--- config.mk ---
export PLATFORM = sky130hd
export DESIGN_NAME = mskaes_share_feeder
export DESIGN_NICKNAME = d
export VERILOG_FILES = /design/src/rtl/mskaes_share_feeder.sv
export SDC_FILE = /design/constraint.sdc
export NUM_CORES = 1
export LEC_CHECK = 0
export CAP_MARGIN = 20
export CORE_AREA = 2 2 306 308
export CTS_CLUSTER_SIZE = 30
export DETAILED_ROUTE_END_ITERATION = 12
export DIE_AREA = 0 0 308 310
export PLACE_DENSITY = 0.44
export SLEW_MARGIN = 40
export SYNTH_ARGS = -nofsm -noshare
export SYNTH_HDL_FRONTEND = slang
export SYNTH_SLANG_ARGS = --single-unit
--- constraint.sdc ---
create_clock -name clk -period 4.71 [get_ports clk]
set_input_delay 0.471 -clock clk [delete_from_list [all_inputs] [get_ports clk]]
set_output_delay 0.471 -clock clk [all_outputs]
set_load 0.005 [all_outputs]
--- src/rtl/mskaes_share_feeder.sv ---
`default_nettype none
// ============================================================================
// Module   : mskaes_share_feeder
// Brief    : Splits plaintext/key into d bit-interleaved shares, starts the
//            masked AES core and times its run with a watchdog.
//            Define FRESH_MASK_EN for xorshift-based fresh masking.
// Revision : 1.0 - initial release
// ============================================================================
module mskaes_share_feeder #(
    parameter int          d       = 2,
    parameter int          TIMEOUT = 1023,
    parameter logic [63:0] SEED    = 64'hD609C0895E811215
) (
    input  logic             clk,
    input  logic             rst,
    input  logic             in_valid,
    output logic             in_ready,
    input  logic [127:0]     plaintext,
    input  logic [127:0]     key,
    input  logic             core_ready,
    output logic             valid_in,
    input  logic             cipher_valid,
    output logic [128*d-1:0] sh_plaintext,
    output logic [128*d-1:0] sh_key,
    output logic             done,
    output logic             timeout,
    output logic [15:0]      latency
);
    typedef enum logic [1:0] {
        IDLE  = 2'd0,
        MASK  = 2'd1,
        ISSUE = 2'd2,
        BUSY  = 2'd3
    } state_t;

    localparam logic [15:0] c_TMO = 16'(TIMEOUT);

    state_t           state_q;
    logic             in_ready_q;
    logic             valid_in_q;
    logic             done_q;
    logic             timeout_q;
    logic [15:0]      latency_q;
    logic [15:0]      cnt_q;
    logic [128*d-1:0] sh_pt_q;
    logic [128*d-1:0] sh_key_q;
    logic [128*d-1:0] sh_pt_d;
    logic [128*d-1:0] sh_key_d;
    logic [127:0]     w_src_pt;
    logic [127:0]     w_src_key;

`ifdef FRESH_MASK_EN
    localparam int         c_NWORDS = 4 * (d - 1);
    localparam int         c_MBITS  = 256 * (d - 1);
    localparam int         c_HALF   = 128 * (d - 1);
    localparam logic [7:0] c_MLAST  = 8'(c_NWORDS - 1);

    logic [63:0]        prng_q;
    logic [63:0]        prng_d;
    logic [c_MBITS-1:0] mask_q;
    logic [c_MBITS-1:0] mask_d;
    logic [127:0]       pt_q;
    logic [127:0]       key_q;
    logic [7:0]         mcnt_q;
    logic               w_unused_mask_tail;

    function automatic logic [63:0] xorshift64(input logic [63:0] s);
        logic [63:0] t;
        t = s ^ (s << 13);
        t = t ^ (t >> 7);
        t = t ^ (t << 17);
        return t;
    endfunction

    // Words enter at the top so the first word of a run lands in bits [63:0].
    assign prng_d             = xorshift64(prng_q);
    assign mask_d             = {prng_d, mask_q[c_MBITS-1:64]};
    assign w_unused_mask_tail = ^mask_q[63:0];
    assign w_src_pt           = pt_q;
    assign w_src_key          = key_q;
`else
    logic w_unused_seed;

    assign w_unused_seed = ^SEED;
    assign w_src_pt      = plaintext;
    assign w_src_key     = key;
`endif

    always_comb begin
        sh_pt_d  = '0;
        sh_key_d = '0;
        for (int i = 0; i < 128; i++) begin
            sh_pt_d[d*i]  = w_src_pt[i];
            sh_key_d[d*i] = w_src_key[i];
`ifdef FRESH_MASK_EN
            for (int j = 1; j < d; j++) begin
                sh_pt_d[d*i+j]  = mask_d[(j-1)*128+i];
                sh_key_d[d*i+j] = mask_d[c_HALF+(j-1)*128+i];
                sh_pt_d[d*i]    = sh_pt_d[d*i] ^ mask_d[(j-1)*128+i];
                sh_key_d[d*i]   = sh_key_d[d*i] ^ mask_d[c_HALF+(j-1)*128+i];
            end
`endif
        end
    end

    always_ff @(posedge clk) begin
        if (rst) begin
            state_q    <= IDLE;
            in_ready_q <= 1'b1;
            valid_in_q <= 1'b0;
            done_q     <= 1'b0;
            timeout_q  <= 1'b0;
            latency_q  <= 16'd0;
            cnt_q      <= 16'd0;
            sh_pt_q    <= '0;
            sh_key_q   <= '0;
`ifdef FRESH_MASK_EN
            prng_q     <= SEED;
            mask_q     <= '0;
            pt_q       <= '0;
            key_q      <= '0;
            mcnt_q     <= 8'd0;
`endif
        end else begin
            valid_in_q <= 1'b0;
            done_q     <= 1'b0;
            case (state_q)
                IDLE: begin
                    if (in_valid) begin
                        timeout_q  <= 1'b0;
                        in_ready_q <= 1'b0;
`ifdef FRESH_MASK_EN
                        pt_q       <= plaintext;
                        key_q      <= key;
                        mcnt_q     <= 8'd0;
                        state_q    <= MASK;
`else
                        sh_pt_q    <= sh_pt_d;
                        sh_key_q   <= sh_key_d;
                        state_q    <= ISSUE;
`endif
                    end
                end
`ifdef FRESH_MASK_EN
                MASK: begin
                    prng_q <= prng_d;
                    mask_q <= mask_d;
                    mcnt_q <= mcnt_q + 8'd1;
                    if (mcnt_q == c_MLAST) begin
                        sh_pt_q  <= sh_pt_d;
                        sh_key_q <= sh_key_d;
                        state_q  <= ISSUE;
                    end
                end
`endif
                ISSUE: begin
                    if (core_ready) begin
                        state_q    <= BUSY;
                        valid_in_q <= 1'b1;
                        cnt_q      <= 16'd1;
                    end
                end
                BUSY: begin
                    // A completion in the watchdog's final cycle still counts as done.
                    if (cipher_valid) begin
                        done_q     <= 1'b1;
                        latency_q  <= cnt_q;
                        state_q    <= IDLE;
                        in_ready_q <= 1'b1;
                    end else if (cnt_q == c_TMO) begin
                        timeout_q  <= 1'b1;
                        state_q    <= IDLE;
                        in_ready_q <= 1'b1;
                    end else if (cnt_q != 16'hFFFF) begin
                        cnt_q <= cnt_q + 16'd1;
                    end
                end
                default: begin
                    state_q    <= IDLE;
                    in_ready_q <= 1'b1;
                end
            endcase
        end
    end

    assign in_ready     = in_ready_q;
    assign valid_in     = valid_in_q;
    assign done         = done_q;
    assign timeout      = timeout_q;
    assign latency      = latency_q;
    assign sh_plaintext = sh_pt_q;
    assign sh_key       = sh_key_q;

endmodule
`default_nettype wire
Word-level counts from Yosys, hierarchy flattened
Cells that the tools add are included.
{"block": "classes", "bitwise_logic": 2, "n_reduce_logical": 11, "n_mul": 0, "div_mod_pow": 0, "n_eq_ne": 11, "n_lt_le_gt_ge": 0, "addsub": 1, "mux": 18, "shifts": 0}
{"op": "16-bit two-way mux", "n": 4}
{"op": "16-bit case mux with 2 select lines", "n": 1}
{"op": "16-bit by 1-bit adder with 16-bit output (second input constant)", "n": 1}
{"op": "16-bit by 10-bit == test with 1-bit output (second input constant)", "n": 1}
{"op": "16-bit != test (second input constant)", "n": 1}
{"op": "2-bit != test (second input constant)", "n": 6}
{"op": "2-bit two-way mux", "n": 4}
{"op": "1-bit two-way mux", "n": 6}
{"op": "2-bit case mux with 3 select lines", "n": 1}
{"op": "3-bit AND reduction", "n": 2}
{"op": "5-bit AND reduction", "n": 1}
{"op": "2-bit == test (second input constant)", "n": 2}
{"op": "2-bit AND reduction", "n": 2}
{"op": "4-bit AND reduction", "n": 1}
{"op": "2-bit nonzero test", "n": 2}
{"op": "2-bit OR reduction", "n": 2}
{"op": "3-bit != test (second input constant)", "n": 1}
{"op": "1-bit case mux with 3 select lines", "n": 1}
{"op": "2-bit logical NOT", "n": 1}
{"op": "1-bit NOT", "n": 2}
{"op": "1-bit case mux with 2 select lines", "n": 1}
{"block": "totals", "rom_bits": 0, "elab_cells": 52, "latchBits": 0, "ff_bits": 294, "mem_bits_rw": 0, "mem_count": 0}

Longest topological paths before layout
{"block": "logic_depth", "word_depth": 5, "depth_mapped": 7}

Least setup slack after synthesis
OpenSTA, ideal clock, no wires.
{"block": "synth_timing", "kind": "register to register", "from": "register cnt_q[0]", "to": "register cnt_q[9]", "stages_incl_launch_ff": 8, "required_ns": 4.591, "setup_time_ns": 0.119, "arrival_ns": 1.792, "setup_slack_ns": 2.799, "n_path_buf": 1, "cell_sequence": "dfxtp_1 > ha_1 > nand3_2 > or3_1 > buf_6 > nor3_2 > nor3_1 > o221a_2"}
{"block": "synth_between", "elab_chain_len": 5, "elab_cells_between_ends": 10}
{"element": "start, declared", "line": "44", "rtl": "logic [15:0] cnt_q;"}
{"element": "start signal, assigned", "line": "175", "rtl": "cnt_q <= cnt_q + 16'd1;"}
{"element": "16-bit by 1-bit adder with 16-bit output", "line": "175"}
{"element": "16-bit two-way mux", "line": "174", "rtl": "end else if (cnt_q != 16'hFFFF) begin"}
{"element": "16-bit two-way mux", "line": "170", "rtl": "end else if (cnt_q == c_TMO) begin"}
{"element": "16-bit two-way mux", "line": "165", "rtl": "if (cipher_valid) begin"}
{"element": "16-bit case mux with 2 select lines", "line": "127", "rtl": "case (state_q)"}
Several ways; a longest one is shown, not always the timed one. The select of a mux whose other input is x is not followed.
A chain may end at the register's enable or synchronous reset.

Worst setup path in the final report
Same ends and word-level chain as after synthesis.

==> impl_metrics.yaml <==
status:
  status: "finished clean"
floorplanning:
  initial_core_util_pct: 13.34
  core_area_um2: 92490
  fp-row-count: 112
  io_pins: 793
  dieArea_um2: 95480
  die_h_um: 310
  die_w_um: 308
clock_tree:
  htreeDepth: 2
  cts_hold_buf: 0
  clock_latency_ps: 550
  cts_buffers: 40
  cts_root_buf: "clkbuf_16"
  post_cts_buffers: 0
  clk_path_buf_depth: 3
  tritoncts: "built"
  numClockSinks: 294
  post_cts_resized: 0
  clkTransAtPathRegs_ps: 60
run:
  max-cap-violations: 0
min_path:
  min_path_cells: 2
  hp-start: "rst"
  min_to: "sh_plaintext[162]"
  min_path_type: "in2reg"
pwr:
  p_leak_nw: 7.110
  ir_drop_uv: 226.6
  powerDensity_nw_per_um2: 338.7
  total_power_w: 0.006538
grt:
  grt_pass1_wl_um: 65140
  grt.overflow.total: 0
  grt_max_degree: 161
  grt_pass1_vias: 10230
  antenna_found_initial: 4
  grtUsageTotal_pct: 8.839
sta:
  hold_viol: 0
  fin_ws_ps: 2374
  holdWs_ps: 240.6
  setup_viol: 0
  fin_skew_ps: 20.45
  max_slew_margin_pct: 40.85
  slew_viol_final: 0
  finalSetupTns_ps: 0
  rsz0062_at_grt: "no"
  fmax_ghz: 0.4280
  finalCritPeriodShare_pct: 49.61
  fin_crit_ps: 2336
  tightest_slew_ps: 887.3
placement:
  place.gp.congestion: 0.7307
  port-buffer-count: 536
  dp_hpwl_um: 32390
  placed_area_um2: 18040
  dp_slack_ps: 2228
yosys:
  yosysTopAreaCellShare_pct: 47.70
  yosysMostFrequentCell: "nand2_1"
  syn_area_um2: 12340
  synth_ff_type: "dfxtp_1"
  synth-edff-count: 0
  synthArstFlopShare_pct: 0
  synth_top_cell_by_area: "dfxtp_1"
  ys_top_cells_by_area: "dfxtp_1 (48%), nand2_1 (17%), buf_4 (16%)"
  yosysWarnings: 0
  ys_ff_latch: 294
  avgSynthCellArea_um2: 7.745
  synth-seq-area-share_pct: 47.70
  synth_common_cells: "nand2_1 (555), dfxtp_1 (294), a21oi_1 (290)"
  synth_cell_type_count: 47
  synth_cells: 1593
critical_path:
  startpoint_type: "flop"
  critPathArrivalTime_ps: 2760
  crit_chain: "ha_1, nand3_2, nor3_1, a21o_1, nor3_1, o221a_2"
  r2r_cells: 6
  critPathMaxFanout: 16
  crit_path_frequent_cell: "nor3_1"
  cp.required_ps: 5130
  cpPeakStageDelay_ps: 580
  reg2reg_to: "cnt_q[9]"
  ff2ff_setup_slack_ps: 2370
  reg2reg_from: "cnt_q[0]"
  critical_path_class: "reg2reg"
  slowest_stage: "nor3_1"
  cp-end-kind: "flop"
detailed_routing:
  drtPass1Iterations: 5
  wirelength_um: 45620
  viasPerCell: 3.399
  vias: 11250
  first_iter_violations: 556
  ant_nets: 0
  drcViolationCount: 0
  wire_per_inst_um: 13.78
layout:
  regArea_um2: 5886
  n_fill_cell: 10410
  drive_above_1_share_pct: 3.691
  finalNetCount: 2350
  antenna_cells: 0
  multiInputGateArea_um2: 5094
  areaGrowthSynthToFinish_pct: 56.42
  final_area_um2: 19300
[flip-flops by register name (all words and copies together), names as in the netlist]
register,count
sh_key,128
sh_plaintext,128
cnt_q,16
latency,16
state_q,2
done,1
in_ready,1
timeout,1
valid_in,1
[cells in the final DEF (no fill, tap or decap), types with 7 or more instances in the layout]
cell type,instances
nor3_1,10
clkdlybuf4s50_1,535
clkbuf_16,41
nor2_1,14
o21ai_0,12
conb_1,256
clkbuf_1,14
nand2_1,555
a21oi_1,290
buf_4,7
clkbuf_8,7
dfxtp_1,294
[report_power, final]
group          internal, W  total, W  switching, W
Sequential         0.00263   0.00270     0.0000754
Combinational     0.000521  0.000968      0.000447
Clock              0.00170   0.00287       0.00117
Total              0.00485   0.00654       0.00169
[worst max-delay path by stage]
stage / start / to / slack [ps] / cells after the start
after CTS: cnt_q[0] / cnt_q[9] / 2380 / 6
after global routing: cnt_q[0] / cnt_q[9] / 2200 / 6
after detailed placement: in_valid / sh_key[98] / 2230 / 6
final: cnt_q[0] / cnt_q[9] / 2370 / 6
after floorplan: cnt_q[0] / cnt_q[9] / 2800 / 7
after global placement: cipher_valid / cnt_q[7] / 2250 / 6
[worst max-delay path, delay by kind of cell (launching register included)]
family	cells	cell delay (ps)
simple gates	3	830
compound gates	2	750
flops	1	410
fa+ha+maj	1	230
[stage by stage]
stage,cells,utilization (%)
6_report,3310,20.87
5_1_grt,3310,20.87
4_1_cts,3308,20.81
3_5_place_dp,3241,19.50
3_3_place_gp,3241,19.50
2_1_floorplan,1848,-
[logic make-up (layout without fill, tap and decap cells)]
logic type      count (synthesis)  after routing  share of synthesized area, %
other cells                     1            256                       0.03039
flops                         294            294                         47.70
buf+inv                       358            623                         18.81
compound gates                323            323                         13.64
fa+ha+maj                       1              1                        0.1014
simple gates                  616            616                         19.71
[per-layer routing]
| metal | part of all wire (%) | vias to the layer above | global-route usage (%) |
|---|---|---|---|
| met3 | 8.5 | 61 | 3.154 |
| li1 | - | 5620 | - |
| met1 | 41 | 5135 | 10.75 |
| met5 | 0.090 | - | 0 |
| met2 | 48 | 428 | 14.55 |
| met4 | 2.2 | 6 | 2.734 |
[layout make-up]
class	instances	area share (%)
timing repair buffer	551	29.00
tap	1197	7.760
sequential	294	30.50
clock inverter	5	0.1621
inverter	5	0.09724
multi-input combinational	1196	26.39
clock buffer	62	6.088
Note: power is estimated with default switching activity, not from simulation.
